### src/rtl/bin2bcd_pkg.sv
// Shared definitions for the sequential binary-to-BCD converter.
//   state_t    : converter FSM states
//   min_digits : smallest digit count that holds any unsigned value of
//                'width' bits without overflow, i.e. ceil(width * log10(2))
package bin2bcd_pkg;

    typedef enum logic [1:0] {
        IDLE  = 2'd0,
        SHIFT = 2'd1,
        DONE  = 2'd2
    } state_t;

    // Fixed-point log10(2) = 0.30103, rounded up.
    function automatic int min_digits(input int width);
        return (width * 30103 + 99999) / 100000;
    endfunction

endpackage

### src/rtl/bin2bcd_seq_add3.sv
// One BCD digit correction step of the double-dabble algorithm.
// Ports:
//   digit_i : current 4-bit BCD digit
//   digit_o : digit_i + 3 when digit_i >= 5, otherwise digit_i unchanged
module bcd_add3_digit (
    input  logic [3:0] digit_i,
    output logic [3:0] digit_o
);

    assign digit_o = (digit_i >= 4'd5) ? (digit_i + 4'd3) : digit_i;

endmodule

### src/rtl/bin2bcd_seq.sv
// Iterative binary-to-BCD converter (shift-and-add-3), one input bit per clock.
//
// state | meaning
// ------+--------------------------------------------------------------
// IDLE  | in_ready high; waits for in_valid, then loads the shift register
// SHIFT | busy; one add-3 + shift per cycle, BIN_WIDTH cycles in total
// DONE  | out_valid high, results stable until out_ready
//
// Ports:
//   clk, rst          : clock, synchronous active-high reset
//   in_valid/in_ready : input handshake, binary_in sampled on accept
//   out_valid/out_ready : output handshake for bcd_out/overflow/digit_count
//   bcd_out           : packed BCD digits, digit 0 in bits [3:0]
//   overflow          : value exceeded 10^NUM_DIGITS-1 (bcd_out is modulo)
//   digit_count       : index+1 of highest non-zero digit, 1 for zero
//   busy              : conversion in progress
//   neg_out           : sign of the input (only with SIGNED_INPUT_EN)
//
// Build option: define SIGNED_INPUT_EN to treat binary_in as two's
// complement; the magnitude is converted and the sign appears on neg_out.
module bin2bcd_seq
    import bin2bcd_pkg::*;
#(
    parameter int  BIN_WIDTH  = 8,
    parameter int  NUM_DIGITS = 3,
    localparam int DCNT_W     = $clog2(NUM_DIGITS + 1)
) (
    input  logic                    clk,
    input  logic                    rst,
    input  logic                    in_valid,
    output logic                    in_ready,
    input  logic [BIN_WIDTH-1:0]    binary_in,
    output logic                    out_valid,
    input  logic                    out_ready,
    output logic [4*NUM_DIGITS-1:0] bcd_out,
    output logic                    overflow,
    output logic [DCNT_W-1:0]       digit_count,
    output logic                    busy
`ifdef SIGNED_INPUT_EN
    ,
    output logic                    neg_out
`endif
);

    localparam int CNT_W = $clog2(BIN_WIDTH + 1);
    localparam int ACC_W = 4 * NUM_DIGITS;

    state_t               state_q, state_d;
    logic [BIN_WIDTH-1:0] shreg_q, sh_next, load_val;
    logic [ACC_W-1:0]     accum_q, adj, acc_next;
    logic [CNT_W-1:0]     cnt_q;
    logic                 ovf_acc_q, ovf_next;
    logic [ACC_W-1:0]     bcd_q;
    logic                 ovf_q;
    logic [DCNT_W-1:0]    dcnt_q, dcnt_d;
    logic                 last_shift;

    for (genvar g = 0; g < NUM_DIGITS; g++) begin : g_digit
        bcd_add3_digit u_add3 (
            .digit_i (accum_q[4*g +: 4]),
            .digit_o (adj[4*g +: 4])
        );
    end

    // The corrected top digit's MSB leaves the accumulator on this shift.
    assign {acc_next, sh_next} = {adj[ACC_W-2:0], shreg_q, 1'b0};
    assign ovf_next            = ovf_acc_q | adj[ACC_W-1];
    assign last_shift          = (state_q == SHIFT) && (cnt_q == CNT_W'(1));

`ifdef SIGNED_INPUT_EN
    logic sign_q;
    logic neg_q;
    // Negating the most negative value wraps to 2^(BIN_WIDTH-1), which is the
    // correct magnitude when read as unsigned.
    assign load_val = binary_in[BIN_WIDTH-1] ? -binary_in : binary_in;
    assign neg_out  = neg_q;
`else
    assign load_val = binary_in;
`endif

    always_comb begin
        dcnt_d = DCNT_W'(1);
        for (int i = 0; i < NUM_DIGITS; i++) begin
            if (acc_next[4*i +: 4] != 4'd0) begin
                dcnt_d = DCNT_W'(i + 1);
            end
        end
    end

    always_ff @(posedge clk) begin
        if (rst) begin
            state_q <= IDLE;
        end else begin
            state_q <= state_d;
        end
    end

    always_comb begin
        state_d = state_q;
        case (state_q)
            IDLE:    if (in_valid) state_d = SHIFT;
            SHIFT:   if (cnt_q == CNT_W'(1)) state_d = DONE;
            DONE:    if (out_ready) state_d = IDLE;
            default: state_d = IDLE;
        endcase
    end

    always_comb begin
        in_ready  = 1'b0;
        busy      = 1'b0;
        out_valid = 1'b0;
        case (state_q)
            IDLE:    in_ready  = 1'b1;
            SHIFT:   busy      = 1'b1;
            DONE:    out_valid = 1'b1;
            default: ;
        endcase
    end

    // Results are copied to the output registers only on the final shift,
    // so bcd_out/overflow/digit_count never show a partial conversion.
    always_ff @(posedge clk) begin
        if (rst) begin
            shreg_q   <= '0;
            accum_q   <= '0;
            cnt_q     <= '0;
            ovf_acc_q <= 1'b0;
            bcd_q     <= '0;
            ovf_q     <= 1'b0;
            dcnt_q    <= DCNT_W'(1);
`ifdef SIGNED_INPUT_EN
            sign_q    <= 1'b0;
            neg_q     <= 1'b0;
`endif
        end else begin
            case (state_q)
                IDLE: begin
                    if (in_valid) begin
                        shreg_q   <= load_val;
                        accum_q   <= '0;
                        ovf_acc_q <= 1'b0;
                        cnt_q     <= CNT_W'(BIN_WIDTH);
`ifdef SIGNED_INPUT_EN
                        sign_q    <= binary_in[BIN_WIDTH-1];
`endif
                    end
                end
                SHIFT: begin
                    shreg_q   <= sh_next;
                    accum_q   <= acc_next;
                    ovf_acc_q <= ovf_next;
                    cnt_q     <= cnt_q - CNT_W'(1);
                    if (last_shift) begin
                        bcd_q  <= acc_next;
                        ovf_q  <= ovf_next;
                        dcnt_q <= dcnt_d;
`ifdef SIGNED_INPUT_EN
                        neg_q  <= sign_q;
`endif
                    end
                end
                default: ;
            endcase
        end
    end

    assign bcd_out     = bcd_q;
    assign overflow    = ovf_q;
    assign digit_count = dcnt_q;

endmodule

### config.mk
export PLATFORM = sky130hd
export DESIGN_NAME = bin2bcd_seq
export DESIGN_NICKNAME = d
export VERILOG_FILES = /design/src/rtl/bin2bcd_pkg.sv /design/src/rtl/bin2bcd_seq_add3.sv /design/src/rtl/bin2bcd_seq.sv
export SDC_FILE = /design/constraint.sdc
export NUM_CORES = 1
export LEC_CHECK = 0
export ABC_AREA = 0
export BUFFER_PORTS_ARGS = -buffer_cell sky130_fd_sc_hd__buf_4
export CAP_MARGIN = 20
export CORE_MARGIN = 8
export CORE_UTILIZATION = 45
export CTS_BUF_LIST = sky130_fd_sc_hd__clkbuf_16
export DETAILED_ROUTE_END_ITERATION = 16
export PLACE_DENSITY = 0.73
export SYNTH_ARGS = -nofsm -noshare
export SYNTH_HDL_FRONTEND = slang
export SYNTH_SLANG_ARGS = --single-unit
### constraint.sdc
create_clock -name clk -period 2 [get_ports clk]
set_clock_uncertainty 0.2 [all_clocks]
set_input_delay 0.2 -clock clk [delete_from_list [all_inputs] [get_ports clk]]
set_output_delay 0.2 -clock clk [all_outputs]
set_load 0.01 [all_outputs]
## Word-level counts from Yosys, hierarchy flattened

Cells that the tools add are included.

| word-level totals | value |
|---|---|
| memories | 0 |
| bits in registers | 42 |
| bits in latches | 0 |
| output and inout port bits | 18 |
| memory bits (read-only) | 0 |
| bits in writable memories | 0 |

| cells by class | value |
|---|---|
| equality and inequality tests | 6 |
| muxes and demuxes | 20 |
| $lt $le $gt $ge | 3 |
| shift-type cells | 0 |
| reduce and logical (&&, ||, !) cells | 8 |
| div/mod/pow operators | 0 |
| bitwise gates (word level) | 1 |
| add/sub/neg operators | 4 |
| $mul | 0 |

Operators with widths:

| operator | count |
|---|---|
| 12-bit one-hot mux with 2 select lines | 1 |
| 4-bit two-way mux | 4 |
| 8-bit one-hot mux with 2 select lines | 1 |
| 4-bit by 2-bit adder with 4-bit output (second input constant) | 3 |
| 4-bit by 3-bit greater-or-equal comparator with 1-bit output (second input constant) | 3 |
| 12-bit two-way mux | 1 |
| 2-bit two-way mux | 5 |
| 8-bit two-way mux | 1 |
| 4-bit one-hot mux with 2 select lines | 1 |
| 4-bit nonzero test | 2 |
| 2-bit one-hot mux with 3 select lines | 1 |
| 4-bit by 1-bit equality test with 1-bit output (second input constant) | 1 |
| 1-bit two-way mux | 4 |
| 2-bit inequality test (second input constant) | 2 |
| 2-bit AND reduction | 2 |
| 4-bit by 1-bit subtractor with 4-bit output (second input constant) | 1 |
| 3-bit AND reduction | 1 |
| 2-bit by 1-bit equality test with 1-bit output (second input constant) | 1 |
| 2-bit equality test (second input constant) | 1 |
| 2-bit zero test | 1 |
| 2-bit by 1-bit inequality test with 1-bit output (second input constant) | 1 |
| 1-bit one-hot mux with 2 select lines | 1 |
| 2-bit nonzero test | 1 |
| 1-bit logical AND | 1 |
| 1-bit bitwise OR | 1 |

## Longest topological paths before layout

Gate-level depths: netlist (run 1).

| logic depth | value |
|---|---|
| depth in word-level cells | 5 |
| depth in mapped cells | 8 |
| mapped depth without buffers | 7 |

## Modules after synthesis

From an unflattened synthesis (run 1), not the netlist that was laid out.

| second synthesis, totals | value |
|---|---|
| cell total of the unflattened synthesis | 243 |
| area, all modules | 2109.5 µm² |

Modules (own cells, without submodules):

| module | cells an instance | area an instance (µm²) | instances |
|---|---|---|---|
| bin2bcd_seq | 195 | 1805.5 | 1 |
| bcd_add3_digit | 16 | 101.3 | 3 |

## Least setup slack after synthesis (run 1)

No wires, ideal clock.

| timing | value |
|---|---|
| kind | reg-to-reg |
| start point | register accum_q[9] |
| end point | register dcnt_q[0], in the netlist digit_count[0] |
| path slack | 0.180 ns |
| cell stages (with the launch flop) | 8 |
| data arrival time | 1.498 ns |
| required time | 1.678 ns |
| cells stage by stage | dfxtp_1 > inv_1 > ha_1 > nand2b_1 > a21oi_1 > mux2i_1 > nand4b_1 > o32a_1 |

| between the ends | value |
|---|---|
| word-level cells in the longest chain between the ends | 4 |
| elaborated cells between the ends (all ways) | 5 |
| classes of those cells | add/sub (1); order compare (1); mux (2); reduce/logical (1) |

RTL lines:

| what | line | source |
|---|---|---|
| start: declaration | bin2bcd_seq.sv:50 | `logic [ACC_W-1:0] accum_q, adj, acc_next;` |
| start signal: assignment | bin2bcd_seq.sv:150 | `accum_q <= acc_next;` |
| 4-bit by 2-bit adder with 4-bit output or 4-bit by 3-bit greater-or-equal comparator with 1-bit output (tied branches) | bin2bcd_seq_add3.sv:10 | `assign digit_o = (digit_i >= 4'd5) ? (digit_i + 4'd3) : digit_i;` |
| 4-bit two-way mux * | bin2bcd_seq_add3.sv:10 |  |
| 4-bit nonzero test * | bin2bcd_seq.sv:84 | `if (acc_next[4*i +: 4] != 4'd0) begin` |
| 2-bit two-way mux * | bin2bcd_seq.sv:84 |  |
| end signal: assignment | bin2bcd_seq.sv:156 | `dcnt_q <= dcnt_d;` |
| end: declaration | bin2bcd_seq.sv:55 | `logic [DCNT_W-1:0] dcnt_q, dcnt_d;` |

Every way passes the cells marked *; elsewhere a longest branch is shown, timed or not.
A chain may end at the register's enable or synchronous reset.

## Worst setup path after layout (run 1)

Same ends and word-level chain as after synthesis.

==> run metrics, run 1 <==
most frequent cells after synthesis=42 x dfxtp_1, 31 x nor2_1, 30 x a21oi_1; normalized max-slew margin=0.721; CTS tree=done; Die Wd=83.5 um; sequential fraction of the synthesis area=0.410; YS warnings=0; Tcrit/Tclk final=0.935; CORE AREA=4380 um^2; latest clock arrival within the worst-skew pair=0.28 ns; 1st-pass router iterations=4; minimum clock period=around 1.9 ns; Peak VDD IR=563 uV; Via density=5.34; Seq cells post-synth=42; status=finished clean; pwr/cell area=801 nW/um^2; max layer used=met4; clock root cell=clkbuf_16; placed inst area=around 2300 um^2; Overall Global Routing Usage=0.134; CTS Buffer Depth=2; startpoint types=flip-flop; Total Wirelength=around 4600 um; CP required=1.97 ns; Routability Congestion=0.821; synthesized instance count=255; Avg Cell Area, Syn=8.05 um^2; post-route cell area=2520 um^2; Clk pin slew, worst setup/hold paths=0.06 ns; layout cell share with drive strength beyond 1=0.210; Via Count=around 1800; unrepaired setup endpoints after global routing=false; Area contributors post-synth=dfxtp_1 41%, a21oi_1 7.3%, nor2_1 5.7%, ha_1 4.9%, nand2_1 4.8%; Starting DRT DRC Count=120; Final Hold Viols=0; largest area contributor in the netlist=dfxtp_1; Final setup violation count=0; Post-synth EDFFs=0; Antenna Cells=0; count leader, synth=dfxtp_1; Max stage delay cell, worst path=dfxtp_1; CP Class=reg -> reg; Worst-Margin Slew=0.419 ns; Initial Util=0.468; num rows=24; Num CTS Buffers=5; WL met1=2160 um; Ports=30; Max stage delay on crit path=0.35 ns; Leak=1.02 nW; port buffer count=29; DR WL met2=2100 um; post-route insts no fill=338; Placed Cells=~330; CP cell instances=inv_1 -> ha_1 -> nand2b_1 -> a21oi_2 -> mux2i_1 -> nand4b_1 -> o32a_1; Post-Syn Nets=275; Setup TNS Final=0 ns; CTS Sinks=42; DRC Markers=0; GRT overflow=0; synthesized area=2050 um^2; Hold WS=0.0206 ns; Layout area overhead=22.9%; first-pass GRT wire length=7890 um; full die area=6980 um^2; Fmax achieved=535 MHz; CP endpoint kind=flip-flop; initial antenna violation count=0; Unique masters post-synth=39; DP HPWL=~3000 um; chip height=83.5 um; nets=305; H-tree lvl count=2; post-layout util=0.575; Routed wire per std cell=13.5 um; CP arrival=1.84 ns; Top FF cell, synth=dfxtp_1; fin. max-slew vios=0; max cap viols=0; Post-DRT Antenna Nets=0; top cell type's share of synthesized area=0.410; type of the most critical hold path=in -> reg; WL met3=198 um; fraction of registers with async set or reset after synthesis=0; worst-path maximum fanout=4; largest net degree at the start of global routing=44; vias in the first global route=1693
[layout make-up]
type,instances,area (um^2)
Tap cell,52,65.1
Fill cell,407,1860
Multi-Input combinational cell,179,1090
Sequential cell,42,843
Inverter,19,71.3
Clock inverter,3,40.0
Timing Repair Buffer,38,288
Clock buffer,5,125
[worst max-delay path: cells and delay by family (launching register included)]
kind / cells / cell delay [ns]
simple gates: 2 / 0.30
compound gates: 2 / 0.34
buf+inv: 1 / 0.09
fa+ha+maj: 1 / 0.18
mux: 1 / 0.30
flops: 1 / 0.35
[logic make-up after synthesis]
| kind of cell | share of synthesized area |
|---|---|
| AND/OR/NAND/NOR | 0.204 |
| adder cells (fa/ha/maj) | 0.0488 |
| multiplexers | 0.0250 |
| flip-flops | 0.410 |
| buffers and inverters | 0.0738 |
| AO/OA/AOI/OAI | 0.226 |
| XOR/XNOR | 0.0128 |
[placed cells by master, fill, tap and decap left out, types with 2 or more instances in the layout]
cell type  Yosys  final
buf_4          1     37
a21oi_2        1      2
nor2_1        31     31
nand3b_1       2      2
a22oi_1       11     11
nor3b_1        5      5
nand2_1       26     26
xnor2_1        3      3
nand2b_1       6      6
ha_1           8      7
nor3_1         7      7
o22ai_1        3      3
dfxtp_1       42     40
o21ai_0       18     17
dfxtp_2        0      2
a21oi_1       30     28
inv_1         18     18
a211oi_1       5      5
clkbuf_16      0      5
mux2i_1        4      4
nand3_1        3      3
clkinv_2       0      2
[metrics by stage]
| stage | total power [W] | worst slack, ns |
|---|---|---|
| after CTS | 0.00204 | 0.0388 |
| after global placement | 0.00113 | 0.132 |
| after floorplan | 0.00106 | 0.180 |
| after detailed placement | 0.00113 | 0.0609 |
| final | 0.00202 | 0.131 |
| after global routing | 0.00210 | 0.00256 |
[path summary, 6_finish.rpt]
path                    end  depth (start not counted)  slack (ns)         start
min              shreg_q[5]                          3        0.02  binary_in[5]
max          digit_count[0]                          7        0.13    accum_q[9]
max reg2reg  digit_count[0]                          7        0.13    accum_q[9]
min reg2reg     bcd_out[10]                          2        0.25   bcd_out[10]
[registers in the layout, indices dropped and copies added (netlist names)]
name / cells
overflow: 1
bcd_out: 12
ovf_acc_q: 1
state_q: 2
accum_q: 12
cnt_q: 4
shreg_q: 8
digit_count: 2
[timing repair]
item / CTS / global route
hold endpoints to repair: 1 / 0
endpoints found under the setup margin: 0 / 7
buffers inserted: 0 / 0
resized for setup: 0 / 9
hold buffers: 1 / 0
[where the power goes]
| group | leakage (nW) | internal [W] | switching, W |
|---|---|---|---|
| Sequential | 0.343 | 0.000871 | 0.0000255 |
| Clock | 0.0836 | 0.000584 | 0.000319 |
| Combinational | 0.596 | 0.0000943 | 0.000125 |
[layer usage]
| layer | vias to the layer above | global-route usage |
|---|---|---|
| li1 | 937 | - |
| met1 | 827 | 0.165 |
| met2 | 32 | 0.207 |
| met3 | 9 | 0.0371 |
| met4 | 0 | 0.0675 |
| met5 | - | 0 |
Power figures use the tool's default switching activity.
==> inputs of run 2 (changes only) <==
Settings changed: CORE_MARGIN 8 to 1.
==> run metrics, run 2 (synthesized netlist as in run 1, its figures left out) <==
layout cell share with drive strength beyond 1=0.189 (was 0.210); Overall Global Routing Usage=0.185 (was 0.134); most frequent cells in the layout=41 x dfxtp_1, 37 x buf_4, 31 x nor2_1, 29 x a21oi_1, 26 x nand2_1 (was 40 x dfxtp_1, 37 x buf_4, 31 x nor2_1, 28 x a21oi_1, 26 x nand2_1); latest clock arrival within the worst-skew pair=0.28 ns (about the same); cells on worst reg2reg path=7 (unchanged); status=complete, but fails checks (was finished clean); post-route insts no fill=337 (was 338); Die Wd=69.5 um (was 83.5 um); Hold WS=-0.00651 ns (was 0.0206 ns); initial antenna violation count=0 (unchanged); Post-DRT Antenna Nets=0 (unchanged); CORE AREA=4350 um^2 (was 4380 um^2); Hold Path Cell Cnt=3 (unchanged); most common cell after layout, fill and taps aside=dfxtp_1 (unchanged); CTS Buffer Depth=2 (unchanged); area of the multi-input gates=1070 um^2 (was 1090 um^2); CP arrival=1.90 ns (was 1.84 ns); unrepaired setup endpoints after global routing=true (was false); Setup TNS Final=0 ns (unchanged); CP endpoint kind=flip-flop (unchanged); Starting DRT DRC Count=96 (was 120); CTS Sinks=42 (unchanged); WHS Endpoint=state_q[1] (was shreg_q[5]); Max stage delay on crit path=0.37 ns (was 0.35 ns); CTS tree=done (unchanged); # Post-CTS Setup Buffers=0 (unchanged); Total Wirelength=4210 um (was 4560 um); Via density=5.43 (was 5.34); family with the most delay on the worst path=compound AO/OA/AOI/OAI gates (was flip-flops); Peak VDD IR=426 uV (was 563 uV); minimum clock period=1.95 ns (was 1.87 ns); Ports=30 (unchanged); Via Count=1830 (was 1805); Fmax achieved=513 MHz (was 535 MHz); WL met1=1920 um (was 2160 um); chip height=69.5 um (was 83.5 um); vias in the first global route=1679 (was 1693); largest net degree at the start of global routing=44 (unchanged); Worst-Margin Slew=0.441 ns (was 0.419 ns); clock root cell=clkbuf_16 (unchanged); H-tree lvl count=2 (unchanged); pwr/cell area=761 nW/um^2 (was 801 nW/um^2); placed inst area=2310 um^2 (unchanged); Num CTS Buffers=5 (unchanged); CP cell instances=inv_1 -> ha_1 -> nand2b_1 -> a21oi_4 -> nand3_1 -> a211oi_2 -> a41oi_1 (was inv_1 -> ha_1 -> nand2b_1 -> a21oi_2 -> mux2i_1 -> nand4b_1 -> o32a_1); Final Hold Viols=1 (was 0); DP HPWL=2850 um (was 3050 um); CP Class=reg -> reg (unchanged); startpoint types=flip-flop (unchanged); register area=842 um^2 (was 843 um^2); CP required=1.95 ns (was 1.97 ns); Placed Cells=329 (unchanged); nets=304 (was 305); Tcrit/Tclk final=0.974 (was 0.935); Leak=1.00 nW (was 1.02 nW); Initial Util=0.471 (was 0.468); port buffer count=29 (unchanged); normalized max-slew margin=0.706 (was 0.721); DRC Markers=0 (unchanged); max layer used=met4 (unchanged); first-pass GRT wire length=7220 um (was 7890 um); failing checks=negative hold slack; type of the most critical hold path=in -> reg (unchanged); fin. max-slew vios=0 (unchanged); r2r endpoint=digit_count[1] (was digit_count[0]); post-layout util=0.567 (was 0.575); DR WL met2=2040 um (was 2100 um); full die area=4830 um^2 (was 6980 um^2); max cap viols=0 (unchanged); Reg2Reg Setup Slack=0.05 ns (was 0.13 ns); Antenna Cells=0 (unchanged); Layout area overhead=20.2% (was 22.9%); num rows=24 (unchanged); Crit path buffers/inverters=1 (unchanged); post-route cell area=2470 um^2 (was 2520 um^2); Max stage delay cell, worst path=dfxtp_1 (unchanged); HP Start=out_ready (was binary_in[5]); Routability Congestion=0.821 (about the same); 1st-pass router iterations=4 (unchanged); # fillers=405 (was 407); worst reg2reg startpoint=accum_q[5] (was accum_q[9]); Clk pin slew, worst setup/hold paths=0.06 ns (about the same); GRT overflow=0 (unchanged); WL met3=156 um (was 198 um); worst-path maximum fanout=4 (unchanged); Routed wire per std cell=12.5 um (was 13.5 um); Final setup violation count=0 (unchanged)
## run 2: routing by layer
metal,vias up,GRT usage
li1,933,-
met1,847,0.210
met2,42,0.320
met3,8,0.0509
met4,0,0.0839
met5,-,0
## run 2: worst max-delay path by stage
stage | startpoint | to | slack, ns | cells past startpoint
6_report | accum_q[5] | digit_count[1] | 0.05 | 7
5_1_grt | accum_q[1] | accum_q[2] | -0.009 | 7
4_1_cts | accum_q[0] | bcd_out[4] | 0.003 | 8
3_5_place_dp | accum_q[0] | bcd_out[4] | 0.06 | 8
3_3_place_gp | accum_q[0] | bcd_out[4] | 0.12 | 8
2_1_floorplan | accum_q[9] | digit_count[0] | 0.18 | 7
## run 2: stage by stage
stage | total power, W | setup WS [ns]
floorplan | 0.00106 | 0.180
global placement | 0.00113 | 0.120
detailed placement | 0.00113 | 0.0595
CTS | 0.00189 | 0.00287
global route | 0.00196 | -0.00876
finish | 0.00188 | 0.0515
## run 2: power breakdown
group	switching (W)	internal (W)	total (W)
Combinational	0.000121	0.0000921	0.000213
Clock	0.000316	0.000451	0.000767
Sequential	0.0000256	0.000871	0.000897
Total	0.000463	0.00141	0.00188
## run 2: area by class of cell
type	instances	area share
Clock buffer	5	0.0507
Tap cell	52	0.0264
Timing Repair Buffer	37	0.113
Multi-Input combinational cell	179	0.435
Inverter	19	0.0289
Sequential cell	42	0.341
Clock inverter	3	0.00507
## run 2: worst min-delay path, stage by stage
cell	delay (ns)
buf_4	0.07
nand2b_1	0.09
a21oi_1	0.06
## run 2: what timing repair did
action	CTS	global route
setup endpoints to repair	0	6
hold buffers	0	0
gates resized for setup	0	5
==> inputs of run 3 (changes only) <==
Settings changed: GPL_TIMING_DRIVEN from default to 0.
==> run metrics, run 3 (synthesized netlist as in run 1, its figures left out) <==
vias in the first global route=1670 (was 1679); num rows=24 (unchanged); most common cell after layout, fill and taps aside=dfxtp_1 (unchanged); CTS Sinks=42 (unchanged); Hold WS=0.0358 ns (was -0.00651 ns); nets=311 (was 304); Initial Util=0.471 (unchanged); Overall Global Routing Usage=0.200 (was 0.185); sequential power share=0.446 (was 0.478); Clk pin slew, worst setup/hold paths=0.06 ns (about the same); CTS Buffer Depth=2 (unchanged); switch share=0.231 (was 0.246); GRT overflow=0 (unchanged); CORE AREA=4350 um^2 (unchanged); Routed wire per std cell=13.2 um (was 12.5 um); Tcrit/Tclk final=0.929 (was 0.974); minimum clock period=1.86 ns (was 1.95 ns); Num CTS Buffers=5 (unchanged); chip height=69.5 um (unchanged); normalized max-slew margin=0.606 (was 0.706); Via density=5.31 (was 5.43); post-layout util=0.576 (was 0.567); most frequent cells in the layout=41 x dfxtp_1, 31 x nor2_1, 29 x buf_4, 28 x a21oi_1, 26 x nand2_1 (was 41 x dfxtp_1, 37 x buf_4, 31 x nor2_1, 29 x a21oi_1, 26 x nand2_1); fin. max-slew vios=0 (unchanged); DP HPWL=3080 um (was 2850 um); Placed Cells=335 (was 329); largest net degree at the start of global routing=13 (was 44); CTS tree=done (unchanged); worst-path maximum fanout=4 (unchanged); unrepaired setup endpoints after global routing=false (was true); Total Wirelength=4540 um (was 4210 um); Routability Congestion=0.803 (was 0.821); max cap viols=0 (unchanged); post-route cell area=2510 um^2 (was 2470 um^2); first-pass GRT wire length=7690 um (was 7220 um); CP arrival=1.83 ns (was 1.90 ns); Via Count=1822 (was 1830); Layout area overhead=22.3% (was 20.2%); Leak=1.01 nW (was 1.00 nW); # fillers=415 (was 405); Antenna Cells=0 (unchanged); CP endpoint kind=flip-flop (unchanged); type of the most critical hold path=in -> reg (unchanged); startpoint types=flip-flop (unchanged); layout cell share with drive strength beyond 1=0.182 (was 0.189); CP Class=reg -> reg (unchanged); Starting DRT DRC Count=133 (was 96); H-tree lvl count=2 (unchanged); clock root cell=clkbuf_16 (unchanged); cell-internal power=0.00154 W (was 0.00141 W); Ports=30 (unchanged); Fmax achieved=538 MHz (was 513 MHz); pwr/cell area=801 nW/um^2 (was 761 nW/um^2); area of the multi-input gates=1070 um^2 (about the same); NetSw=0.000463 W (about the same); Die Wd=69.5 um (unchanged); placed inst area=2330 um^2 (was 2310 um^2); port buffer count=28 (was 29); Peak VDD IR=538 uV (was 426 uV); Worst-Margin Slew=0.591 ns (was 0.441 ns); Gate power share=0.113 (about the same); full die area=4830 um^2 (unchanged); Post-DRT Antenna Nets=0 (unchanged); status=finished clean (was complete, but fails checks); 1st-pass router iterations=4 (unchanged); latest clock arrival within the worst-skew pair=0.28 ns (about the same); Clock power frac=0.440 (was 0.409); post-route insts no fill=343 (was 337); Final Hold Viols=0 (was 1); register area=842 um^2 (unchanged); CP required=1.97 ns (was 1.95 ns); initial antenna violation count=0 (unchanged); Pwr Total=0.00201 W (was 0.00188 W); DRC Markers=0 (unchanged); Final setup violation count=0 (unchanged)
[run 3: changes by cell type in the layout (fill, tap and decap cells not counted), moves of 2 or more]
cell,change
buf_6,+2
a21oi_2,+2
clkbuf_1,+8
buf_2,+4
buf_4,-8
[run 3: timing repair]
action                                  CTS  global route
hold buffers                              1             0
endpoints found under the hold margin     1             0
gates resized for setup                   1             4
endpoints found under the setup margin    2             5
setup buffers                             0             0
[run 3: routing by layer]
| layer | GRT usage | up-vias | part of all wire |
|---|---|---|---|
| met5 | 0 | - | 0 |
| met2 | 0.334 | 31 | 0.47 |
| met3 | 0.0349 | 4 | 0.031 |
| li1 | - | 946 | - |
| met4 | 0.0680 | 0 | 0.013 |
| met1 | 0.258 | 841 | 0.49 |
[run 3: worst paths after layout]
| kind | to | cells past startpoint | from | slack, ns |
|---|---|---|---|---|
| worst max register to register | digit_count[0] | 7 | accum_q[9] | 0.14 |
| worst min-delay path | shreg_q[5] | 3 | binary_in[5] | 0.04 |
| worst min register to register | bcd_out[2] | 2 | bcd_out[2] | 0.25 |
| worst max-delay path | digit_count[0] | 7 | accum_q[9] | 0.14 |
[run 3: final cells by class]
class,instances,share of cell area
multi-input combinational,179,0.427
inverter,19,0.0284
clock inverter,2,0.0135
tap,52,0.0259
timing repair buffer,29,0.0878
clock buffer,5,0.0499
sequential,42,0.336
buffer,15,0.0319
[run 3: power groups by stage]
stage	Combinational [W]	Sequential, W	Clock [W]
2_1_floorplan	0.000151	0.000911	0
3_3_place_gp	0.000222	0.000913	0
3_5_place_dp	0.000225	0.000914	0
4_1_cts	0.000229	0.000896	0.000898
5_1_grt	0.000256	0.000901	0.000934
6_report	0.000228	0.000896	0.000884
[run 3: through the flow]
stage	worst slack [ns]	TNS [ns]
floorplan	0.180	0
global placement	-0.0139	-0.0139
detailed placement	-0.0336	-0.0370
CTS	0.0129	0
global route	0.0172	0
finish	0.142	0
[run 3: worst max-delay path, stage by stage, from the launching register on]
cell,delay (ns)
dfxtp_1,0.34
inv_1,0.09
ha_1,0.18
nand2b_1,0.16
a21oi_2,0.24
mux2i_1,0.25
nand4b_1,0.12
o32a_1,0.16
